===== src/rtl/tuart_rx_pkg.sv =====
// Shared constants and types for the UART command receiver.
package tuart_rx_pkg;

  localparam int CMD_WIDTH = 40;
  localparam int OPC_WIDTH = 8;
  localparam int ARG_BYTES = 4;
  localparam int ARG_WIDTH = 8 * ARG_BYTES;

  typedef enum logic [1:0] {
    ST_IDLE  = 2'd0,
    ST_START = 2'd1,
    ST_DATA  = 2'd2,
    ST_STOP  = 2'd3
  } rx_state_e;

  // Opcode MSB selects a long command carrying ARG_BYTES argument bytes.
  function automatic logic is_long_opc(input logic [OPC_WIDTH-1:0] opc);
    return opc[OPC_WIDTH-1];
  endfunction

endpackage


===== src/rtl/tuart_rx_if.sv =====
// Serial input and command output bundle of the UART command receiver.
interface tuart_rx_if #(
  parameter int CMD_WIDTH = tuart_rx_pkg::CMD_WIDTH
);

  logic                 rx_i;
  logic [CMD_WIDTH-1:0] cmd_o;
  logic                 exe_o;

  modport master (output rx_i, input cmd_o, input exe_o);
  modport slave  (input rx_i, output cmd_o, output exe_o);

endinterface


===== src/rtl/tuart_rx_phy.sv =====
// 8N1 byte receiver: 2-flop synchronizer, mid-bit sampling FSM and shifter.
//   state    | meaning
//   ST_IDLE  | line idle, waiting for a synchronized 1->0 edge
//   ST_START | timing to the start-bit mid-point, rejects glitches
//   ST_DATA  | sampling 8 data bits LSB first, one per bit period
//   ST_STOP  | sampling the stop bit, reports byte or framing error
module tuart_rx_phy #(
  parameter int CLK_PER_SAMPLE = 10
) (
  input  logic       clk_i,
  input  logic       rst_in,
  input  logic       rx_i,
  output logic [7:0] data_o,
  output logic       valid_o,
  output logic       frame_err_o
);
  import tuart_rx_pkg::*;

  localparam int CNT_W = $clog2(CLK_PER_SAMPLE) + 1;
  localparam logic [CNT_W-1:0] HALF_LD = CNT_W'(CLK_PER_SAMPLE / 2 - 1);
  localparam logic [CNT_W-1:0] BIT_LD  = CNT_W'(CLK_PER_SAMPLE - 1);
  localparam logic [CNT_W-1:0] CNT_ONE = CNT_W'(1);

  logic            r_sync1;
  logic            r_sync2;
  logic            r_rx_d;
  rx_state_e       r_state;
  logic [CNT_W-1:0] r_cnt;
  logic [2:0]      r_bit;
  logic [7:0]      r_shift;

  logic w_rx;
  logic w_fall;

  assign w_rx   = r_sync2;
  assign w_fall = r_rx_d & ~r_sync2;

  always_ff @(posedge clk_i or negedge rst_in) begin
    if (!rst_in) begin
      r_sync1 <= 1'b1;
      r_sync2 <= 1'b1;
      r_rx_d  <= 1'b1;
    end else begin
      r_sync1 <= rx_i;
      r_sync2 <= r_sync1;
      r_rx_d  <= r_sync2;
    end
  end

  // The cycle counter runs down to zero; each terminal count is one sample point.
  always_ff @(posedge clk_i or negedge rst_in) begin
    if (!rst_in) begin
      r_state     <= ST_IDLE;
      r_cnt       <= '0;
      r_bit       <= '0;
      r_shift     <= '0;
      data_o      <= '0;
      valid_o     <= 1'b0;
      frame_err_o <= 1'b0;
    end else begin
      valid_o     <= 1'b0;
      frame_err_o <= 1'b0;
      case (r_state)
        ST_IDLE: begin
          if (w_fall) begin
            r_state <= ST_START;
            r_cnt   <= HALF_LD;
            r_bit   <= '0;
          end
        end
        ST_START: begin
          if (r_cnt == '0) begin
            if (!w_rx) begin
              r_state <= ST_DATA;
              r_cnt   <= BIT_LD;
            end else begin
              r_state <= ST_IDLE;
            end
          end else begin
            r_cnt <= r_cnt - CNT_ONE;
          end
        end
        ST_DATA: begin
          if (r_cnt == '0) begin
            r_shift <= {w_rx, r_shift[7:1]};
            r_cnt   <= BIT_LD;
            if (r_bit == 3'd7) begin
              r_state <= ST_STOP;
            end else begin
              r_bit <= r_bit + 3'd1;
            end
          end else begin
            r_cnt <= r_cnt - CNT_ONE;
          end
        end
        ST_STOP: begin
          if (r_cnt == '0) begin
            if (w_rx) begin
              valid_o <= 1'b1;
              data_o  <= r_shift;
            end else begin
              frame_err_o <= 1'b1;
            end
            r_state <= ST_IDLE;
          end else begin
            r_cnt <= r_cnt - CNT_ONE;
          end
        end
        default: r_state <= ST_IDLE;
      endcase
    end
  end

endmodule


===== src/rtl/tuart_rx.sv =====
// UART command receiver: assembles short (opcode) and long (opcode + 4 bytes) commands.
module tuart_rx #(
  parameter int CLK_PER_SAMPLE = 10,
  parameter int CMD_WIDTH      = tuart_rx_pkg::CMD_WIDTH
) (
  input  logic       clk_i,
  input  logic       rst_in,
  tuart_rx_if.slave  bus
);
  import tuart_rx_pkg::*;

  localparam logic [2:0] LAST_IDX = 3'(ARG_BYTES);

  logic [7:0]           w_byte;
  logic                 w_valid;
  logic                 w_ferr;
  logic                 w_short_done;
  logic                 w_long_done;
  logic                 w_exe;
  logic [CMD_WIDTH-1:0] w_cmd_next;

  logic [2:0]           r_idx;
  logic [OPC_WIDTH-1:0] r_opc;
  logic [ARG_WIDTH-1:0] r_arg;
  logic [CMD_WIDTH-1:0] r_cmd;

  tuart_rx_phy #(
    .CLK_PER_SAMPLE(CLK_PER_SAMPLE)
  ) u_phy (
    .clk_i       (clk_i),
    .rst_in      (rst_in),
    .rx_i        (bus.rx_i),
    .data_o      (w_byte),
    .valid_o     (w_valid),
    .frame_err_o (w_ferr)
  );

  // Completion is decoded from the registered byte strobe so exe_o and cmd_o
  // appear in the cycle right after the stop-bit sample.
  always_comb begin
    w_short_done = w_valid && (r_idx == '0) && !is_long_opc(w_byte);
    w_long_done  = w_valid && (r_idx == LAST_IDX);
    w_exe        = w_short_done || w_long_done;
    w_cmd_next   = r_cmd;
    if (w_short_done) begin
      w_cmd_next = CMD_WIDTH'(w_byte);
    end else if (w_long_done) begin
      w_cmd_next = CMD_WIDTH'({w_byte, r_arg[ARG_WIDTH-1:8], r_opc});
    end
  end

  // Argument bytes enter at the top of r_arg so the first one ends lowest.
  always_ff @(posedge clk_i or negedge rst_in) begin
    if (!rst_in) begin
      r_idx <= '0;
      r_opc <= '0;
      r_arg <= '0;
      r_cmd <= '0;
    end else begin
      r_cmd <= w_cmd_next;
      if (w_ferr) begin
        r_idx <= '0;
      end else if (w_valid) begin
        if (r_idx == '0) begin
          if (is_long_opc(w_byte)) begin
            r_opc <= w_byte;
            r_arg <= '0;
            r_idx <= 3'd1;
          end
        end else begin
          r_arg <= {w_byte, r_arg[ARG_WIDTH-1:8]};
          r_idx <= w_long_done ? 3'd0 : r_idx + 3'd1;
        end
      end
    end
  end

  assign bus.exe_o = w_exe;
  assign bus.cmd_o = w_cmd_next;

endmodule


===== src/flat_wrapper.sv =====
// flat-port wrapper written by rule: the top's interface ports become plain ports
module tuart_rx_flat import tuart_rx_pkg::*;
#(
  parameter int CLK_PER_SAMPLE = 10,
  parameter int CMD_WIDTH      = tuart_rx_pkg::CMD_WIDTH
)
  (clk_i, rst_in, bus_rx_i, bus_cmd_o, bus_exe_o);
  tuart_rx_if #(.CMD_WIDTH(CMD_WIDTH)) bus_i ();
  input  logic clk_i;
  input  logic rst_in;
  input wire logic [$bits(bus_i.rx_i)-1:0] bus_rx_i;
  output wire logic [$bits(bus_i.cmd_o)-1:0] bus_cmd_o;
  output wire logic [$bits(bus_i.exe_o)-1:0] bus_exe_o;
  assign bus_i.rx_i = bus_rx_i;
  assign bus_cmd_o = bus_i.cmd_o;
  assign bus_exe_o = bus_i.exe_o;
  tuart_rx #(.CLK_PER_SAMPLE(CLK_PER_SAMPLE), .CMD_WIDTH(CMD_WIDTH)) u_core (.clk_i(clk_i), .rst_in(rst_in), .bus(bus_i));
endmodule

===== config.mk =====
export PLATFORM = sky130hd
export DESIGN_NAME = tuart_rx_flat
export DESIGN_NICKNAME = d
export VERILOG_FILES = /design/src/rtl/tuart_rx_pkg.sv /design/src/rtl/tuart_rx_if.sv /design/src/rtl/tuart_rx_phy.sv /design/src/rtl/tuart_rx.sv /design/src/flat_wrapper.sv
export SDC_FILE = /design/constraint.sdc
export NUM_CORES = 1
export LEC_CHECK = 0
export CORE_MARGIN = 2
export CORE_UTILIZATION = 50
export DETAILED_ROUTE_END_ITERATION = 8
export HOLD_SLACK_MARGIN = 0.1
export PLACE_DENSITY = 0.74
export SYNTH_ARGS = -nofsm -noshare
export SYNTH_HDL_FRONTEND = slang
export SYNTH_SLANG_ARGS = --single-unit

===== constraint.sdc =====
create_clock -name clk_i -period 1.8 [get_ports clk_i]
set_clock_uncertainty 0.15 [all_clocks]
set_input_delay 0.18 -clock clk_i [delete_from_list [all_inputs] [get_ports clk_i]]
set_output_delay 0.18 -clock clk_i [all_outputs]
set_load 0.01 [all_outputs]

==> metrics.yaml, run 1 <==
run_status:
  outcome: "finished, violations left"
  failed_checks: "negative setup slack"
sta:
  setup_viol: 75
  worst_slack_ps: -487.3
  worst_pin_slew_ps: 561.7
  drv_slew: 0
  rsz0062_at_grt: "true"
  max_freq_mhz: 437.2
  holdWs_ps: 216.2
  finalHoldViolations: 0
  fin_crit_ps: 2287
  slew_headroom: 0.6255
  period_share: 1.271
detailed_routing:
  drc_errors: 0
  wirelength_um: 11000
  vias: 3613
  ant_nets: 0
  dr.pass1.iters: 4
  post_drt_wl_per_cell_um: 16.85
  viasPerCell: 5.533
  drtIter0Drc: 206
die:
  dieHeight_um: 98.72
  die_w_um: 98.72
  dieArea_um2: 9745
  core_um2: 8721
  start_util: 0.5143
  ios: 44
  row_count: 34
power_and_ir_drop:
  powerDensity_nw_per_um2: 952.9
  share_comb_of_total_power: 0.308
  internal_power_uw: 4138
  pwr-share-seq: 0.443
  p_switching_uw: 1891
  finalPower_uw: 6029
  switching_share: 0.3136
  p_clk_frac: 0.249
  leakage_uw: 0.003140
  vdd_ir_drop_max_uv: 1039
worst_setup_path:
  critPathTopFamily: "flip-flops"
  critPathLaunchType: "flop"
  slowest_stage: "dfrtp_1"
  critPathBufInv: 3
  cp.arrival_ps: 1960
  critical_path.max_stage_delay_ps: 410
  crit_type: "reg2out"
  path_max_fanout: 14
  critPathCaptureType: "output port"
  worstPathCellList: "inv_2, ha_4, and3_4, buf_12, mux2i_2, o21ai_4, buf_6"
  required_ps: 1470
placed_design:
  pre_cts_slack_ps: -493.0
  dp_cells: 601
  dpl_cell_area_um2: 5376
  io_buffer_count: 43
  gp_congestion: 0.8932
  hpwl_um: 6306
yosys:
  ys_ff_latch: 106
  ys_seq_area_frac: 0.5922
  synth.cell_area_um2: 4486
  syn_inst: 435
  ys_dominant_reg_cell: "dfrtp_1"
  ys_warn_count: 0
  synth_nets: 448
  avgSynthCellArea_um2: 10.31
  synth_edf_count: 0
  async_reset_ff_frac: 1.000
  synth.distinct_cells: 43
global_route:
  grt_pass1_wl_um: 17580
  first_global_vias: 3610
  gr-total-overflow: 0
  grt_use_total: 0.2265
  antenna_found_initial: 0
  grt_use_met2: 0.3930
  grt.met1_usage: 0.2912
  grt.busiest_layer: "met2"
  grt_util_met3: 0.03901
  grt_max_degree: 107
clock_network:
  cts_root_buffer: "clkbuf_8"
  clk_pin_slew_ps: 100
  clock_latency_ps: 380
  cts-htree-levels: 3
  cts-buffers-inserted: 9
  cts_max_path_buffers: 2
  cts_tree: "yes"
  cts.sinks: 106
final_layout:
  diodes: 0
  multi_input_area_um2: 2207
  n_fill_cell: 557
  nets: 553
  drive_gt1_frac: 0.4385
  syn_to_final_growth_pct: 41.06
  fin_cells: 653
  design_area_um2: 6327
  seq_area_um2: 2656
job:
  max_cap_violations: 0
worst_hold_path:
  hp-class: "reg2reg"
layer usage:
layer	vias to the layer above	part of all wire	routed length (um)
li1	1668	-	-
met1	1842	0.40	4419
met5	-	0	0
met2	86	0.54	5939
met3	17	0.043	470
met4	0	0.016	172
state kept, by name, summed over array words and instances, names as in the netlist, 3 cells and up, named ones only:
| signal | flops |
|---|---|
| u_core.r_idx | 3 |
| u_core.r_cmd | 40 |
| u_core.u_phy.r_bit | 3 |
| u_core.u_phy.data_o | 8 |
| u_core.r_opc | 8 |
| u_core.r_arg | 24 |
| u_core.u_phy.r_shift | 8 |
| u_core.u_phy.r_cnt | 5 |
cells by family after synthesis:
| kind of cell | share of synthesized area |
|---|---|
| compound gates | 0.08062 |
| xor+xnor | 0.001953 |
| fa+ha+maj | 0.02789 |
| buf+inv | 0.03013 |
| flops | 0.5922 |
| mux | 0.08563 |
| simple gates | 0.1816 |
metrics by stage:
stage,TNS [ps],util
after floorplan,-1423,-
after global placement,-18120,0.6165
after detailed placement,-20970,0.6165
after CTS,-18090,0.6865
after global routing,-25510,0.7255
final,-19480,0.7255
layout by cell type, fill, tap and decap left out, drive strengths merged, types with 2 or more instances in the layout:
cell           n
a21oi         37
clkbuf        12
ha            10
dfstp          3
mux2          24
dlygate4sd3    2
inv           13
clkinvlp       3
nand2b         4
nor3           5
nor2b          3
o21ai         14
dfrtp        103
nand3         27
nor2          10
nand2        129
buf          110
mux2i         11
nor3b          3
power by group through the flow:
stage / Combinational, uW / Sequential (uW) / Clock (uW)
global placement: 1240 / 2690 / 0
CTS: 1640 / 2660 / 1520
detailed placement: 1290 / 2700 / 0
global route: 1990 / 2690 / 1620
finish: 1860 / 2670 / 1500
floorplan: 826 / 2680 / 0
cells in the mapped netlist (3+ instances only):
cell,count,share of area
nand2_1,128,0.11
dfrtp_1,103,0.57
a21oi_1,37,0.041
nand3_1,25,0.028
mux2_2,23,0.058
clkbuf_1,16,0.013
inv_1,12,0.010
o21ai_0,12,0.013
mux2i_1,11,0.025
ha_1,10,0.028
nor2_1,9,0.0075
buf_2,6,0.0067
nor3_1,5,0.0056
nand2b_1,4,0.0056
dfstp_2,3,0.018
nor2b_1,3,0.0042
cell type report:
cell class	instances	share of cell area
sequential	106	0.4198
inverter	12	0.007119
clock inverter	5	0.009690
timing repair buffer	115	0.1709
tap	108	0.02136
clock buffer	11	0.02235
multi-input combinational	296	0.3488
repair_timing:
action,CTS,global route
endpoints found under the setup margin,80,107
buffers inserted,27,9
cloned,2,2
resized for setup,245,60
hold buffers,2,0
pin swaps,14,13
endpoints found under the hold margin,104,0
final timing paths:
check | startpoint | to | slack, ps | cells after the start
hold reg to reg | u_core.u_phy.r_sync1$_DFF_PN1_ | u_core.u_phy.r_sync2$_DFF_PN1_ | 220 | 0
hold / removal | u_core.u_phy.r_sync1$_DFF_PN1_ | u_core.u_phy.r_sync2$_DFF_PN1_ | 220 | 0
setup / recovery | u_core.r_idx[0]$_DFFE_PN0P_ | bus_cmd_o[4] | -490 | 7
setup reg to reg | u_core.u_phy.r_cnt[1]$_DFFE_PN0P_ | u_core.u_phy.r_bit[0]$_DFFE_PN0P_ | -220 | 6
min in group asynchronous | rst_in | u_core.r_cmd[8]$_DFF_PN0_ | 250 | 3
max in group asynchronous | rst_in | u_core.u_phy.r_sync1$_DFF_PN1_ | 820 | 3
Note: power is estimated with default switching activity, not from simulation.
==> run 2, diff against run 1 <==
--- a/config.mk
+++ b/config.mk
@@ -7,6 +7,7 @@
 export LEC_CHECK = 0
 export CORE_MARGIN = 2
 export CORE_UTILIZATION = 50
+export CTS_BUF_LIST = sky130_fd_sc_hd__clkbuf_2 sky130_fd_sc_hd__clkbuf_4 sky130_fd_sc_hd__clkbuf_8
 export DETAILED_ROUTE_END_ITERATION = 8
 export HOLD_SLACK_MARGIN = 0.1
 export PLACE_DENSITY = 0.74
==> run 2 against run 1 <==
The flow still finishes with violations (negative setup slack). Utilization grew 2.9 points. Clock power grew 3%. Sequential power is essentially flat. Power grew 1.5%. Wire length grew 12%. Global-route usage is essentially flat. Cell count grew 1.7%. Die area is the same. Maximum frequency shrank 1.5%. Critical endpoint is now bus_cmd_o[32]. Largest power group unchanged.
==> metrics.yaml, run 2 (synthesis gave the netlist of run 1 again) <==
final_layout:
  n_fill_cell: 507  # -9.0%
  largest_register_ffs: 40  # unchanged
  seq_area_um2: 2656  # unchanged
  top_regs: "u_core.r_cmd (40), u_core.r_arg (24)"
  layout_common_cells: "dfrtp_1 (103), nand2_1 (95), buf_4 (42)"
  syn_to_final_growth_pct: 46.72
  largest_register: "u_core.r_cmd"
  fin_cells: 664  # +1.7%
  diodes: 0  # unchanged
  nets: 564  # +2.0%
  layout_commonest_cell: "dfrtp_1"
  design_area_um2: 6581  # +4.0%
  multi_input_area_um2: 2302  # +4.3%
  final_util: 0.7547  # +0.02912
  drive_gt1_frac: 0.4820  # +0.04348
global_route:
  grt_max_degree: 107  # unchanged
  gr-total-overflow: 0  # unchanged
  grt_pass1_wl_um: 17600  # about the same
  first_global_vias: 3639  # +0.80%
  grt_use_total: 0.2270  # +0.0004912
  antenna_found_initial: 0  # unchanged
detailed_routing:
  post_drt_wl_per_cell_um: 18.60  # +10%
  drtIter0Drc: 245  # +19%
  viasPerCell: 5.655  # +2.2%
  wirelength_um: 12350  # +12%
  dr.pass1.iters: 5  # +1
  vias: 3755  # +3.9%
  drc_errors: 0  # unchanged
  ant_nets: 0  # unchanged
die:
  dieHeight_um: 98.72  # unchanged
  ios: 44  # unchanged
  dieArea_um2: 9745  # unchanged
  die_w_um: 98.72  # unchanged
  row_count: 34  # unchanged
  core_um2: 8721  # unchanged
  start_util: 0.5143  # unchanged
worst_setup_path:
  crit_type: "reg2out"
  critPathLaunch: "u_core.r_idx[0]$_DFFE_PN0P_"
  r2r_cells: 6  # unchanged
  r2r_start: "u_core.u_phy.r_cnt[1]$_DFFE_PN0P_"
  critPathLaunchType: "flop"
  r2r_slack_ps: -220  # about the same
  cp.arrival_ps: 1990  # +30 ps
  critPathCaptureType: "output port"
  path_max_fanout: 10  # -4
  r2r_end: "u_core.u_phy.r_bit[0]$_DFFE_PN0P_"
  required_ps: 1470  # about the same
run_status:
  outcome: "finished, violations left"
  failed_checks: "negative setup slack"
power_and_ir_drop:
  leakage_uw: 0.003375  # +7.5%
  powerDensity_nw_per_um2: 930.1  # -2.4%
  vdd_ir_drop_max_uv: 1084  # +4.4%
  finalPower_uw: 6121  # +1.5%
worst_hold_path:
  holdPathStages: 0  # unchanged
  min_from: "u_core.u_phy.r_sync1$_DFF_PN1_"
  hold_path_end: "u_core.u_phy.r_sync2$_DFF_PN1_"
  hp-class: "reg2reg"
placed_design:
  hpwl_um: 6306  # unchanged
  pre_cts_slack_ps: -493.0  # unchanged
  dpl_cell_area_um2: 5376  # unchanged
  io_buffer_count: 43  # unchanged
  dp_cells: 601  # unchanged
  gp_congestion: 0.8932  # unchanged
sta:
  finalHoldViolations: 0  # unchanged
  rsz0062_at_grt: "true"
  slew_headroom: 0.6287  # +0.003120
  period_share: 1.290  # +0.01962
  setup_viol: 68  # -9.3%
  drv_slew: 0  # unchanged
  max_freq_mhz: 430.6  # -1.5%
  fin_crit_ps: 2323  # +35.31 ps
  worst_pin_slew_ps: 557.0  # -4.681 ps
  worst_slack_ps: -522.6  # -35.31 ps
clock_network:
  cts.sinks: 106  # unchanged
  cts_max_path_buffers: 2  # unchanged
  clock_latency_ps: 390  # about the same
  cts-htree-levels: 3  # unchanged
  cts_root_buffer: "clkbuf_8"
  clk_pin_slew_ps: 110  # about the same
  cts_tree: "yes"
  cts-buffers-inserted: 9  # unchanged
job:
  max_cap_violations: 0  # unchanged
-- run 2: cell types whose count changed in the layout (fill, tap and decap cells not counted), sizes merged --
cell / before / now
clkdlybuf4s15: 1 / 0
clkbuf: 12 / 13
buf: 110 / 121
-- run 2: worst max-delay path, stage by stage (launching register included) --
cell and delay, ps:
dfrtp_1 410, inv_2 90, ha_4 160, and3_4 250
buf_12 150, buf_6 110, nand2_1 60, a21oi_2 190
buf_2 170
-- run 2: layer usage --
metal	track usage	up-vias	part of all wire
met5	0	-	0
met4	0.07798	0	0.033
met3	0.04043	36	0.040
met2	0.3961	112	0.54
met1	0.2866	1914	0.39
li1	-	1693	-
-- run 2: worst max-delay path by stage --
stage,endpoint,cells past startpoint,slack (ps)
after floorplan,u_core.u_phy.r_bit[0]$_DFFE_PN0P_,6,-150
after global placement,bus_cmd_o[36],7,-440
after detailed placement,bus_cmd_o[4],7,-490
after CTS,bus_cmd_o[1],9,-440
after global routing,bus_cmd_o[32],8,-600
final,bus_cmd_o[32],8,-520
-- run 2: area by class of cell --
cell class | count | share of cell area
inverter | 12 | 0.006844
clock buffer | 11 | 0.02205
tap | 108 | 0.02053
multi-input combinational | 296 | 0.3498
clock inverter | 5 | 0.009316
timing repair buffer | 126 | 0.1878
sequential | 106 | 0.4036
-- run 2: timing repair --
action	in CTS	in global routing
setup buffers	23	21
pin swaps	14	33
hold buffers	2	0
setup endpoints to repair	80	104
gates resized for setup	250	91
endpoints found under the hold margin	104	0
cloned	2	3
-- run 2: per-stage QoR --
step,setup TNS (ps),hold WS (ps)
2_1_floorplan,-1423,-265.6
3_3_place_gp,-18120,141.5
3_5_place_dp,-20970,140.2
4_1_cts,-16960,214.5
5_1_grt,-25290,223.5
6_report,-20450,215.0
-- run 2: where the power goes --
group | internal, uW | switching [uW] | leakage, uW
registers | 2530 | 143 | 0.00146
logic | 938 | 970 | 0.00182
clock network | 702 | 841 | 0.0000956
==> run 3, diff against run 2 <==
--- a/config.mk
+++ b/config.mk
@@ -8,6 +8,7 @@
 export CORE_MARGIN = 2
 export CORE_UTILIZATION = 50
 export CTS_BUF_LIST = sky130_fd_sc_hd__clkbuf_2 sky130_fd_sc_hd__clkbuf_4 sky130_fd_sc_hd__clkbuf_8
+export CTS_CLUSTER_DIAMETER = 50
 export DETAILED_ROUTE_END_ITERATION = 8
 export HOLD_SLACK_MARGIN = 0.1
 export PLACE_DENSITY = 0.74
==> results of run 3 <==
The final DEF is identical to that of run 2; final timing and power are the same.
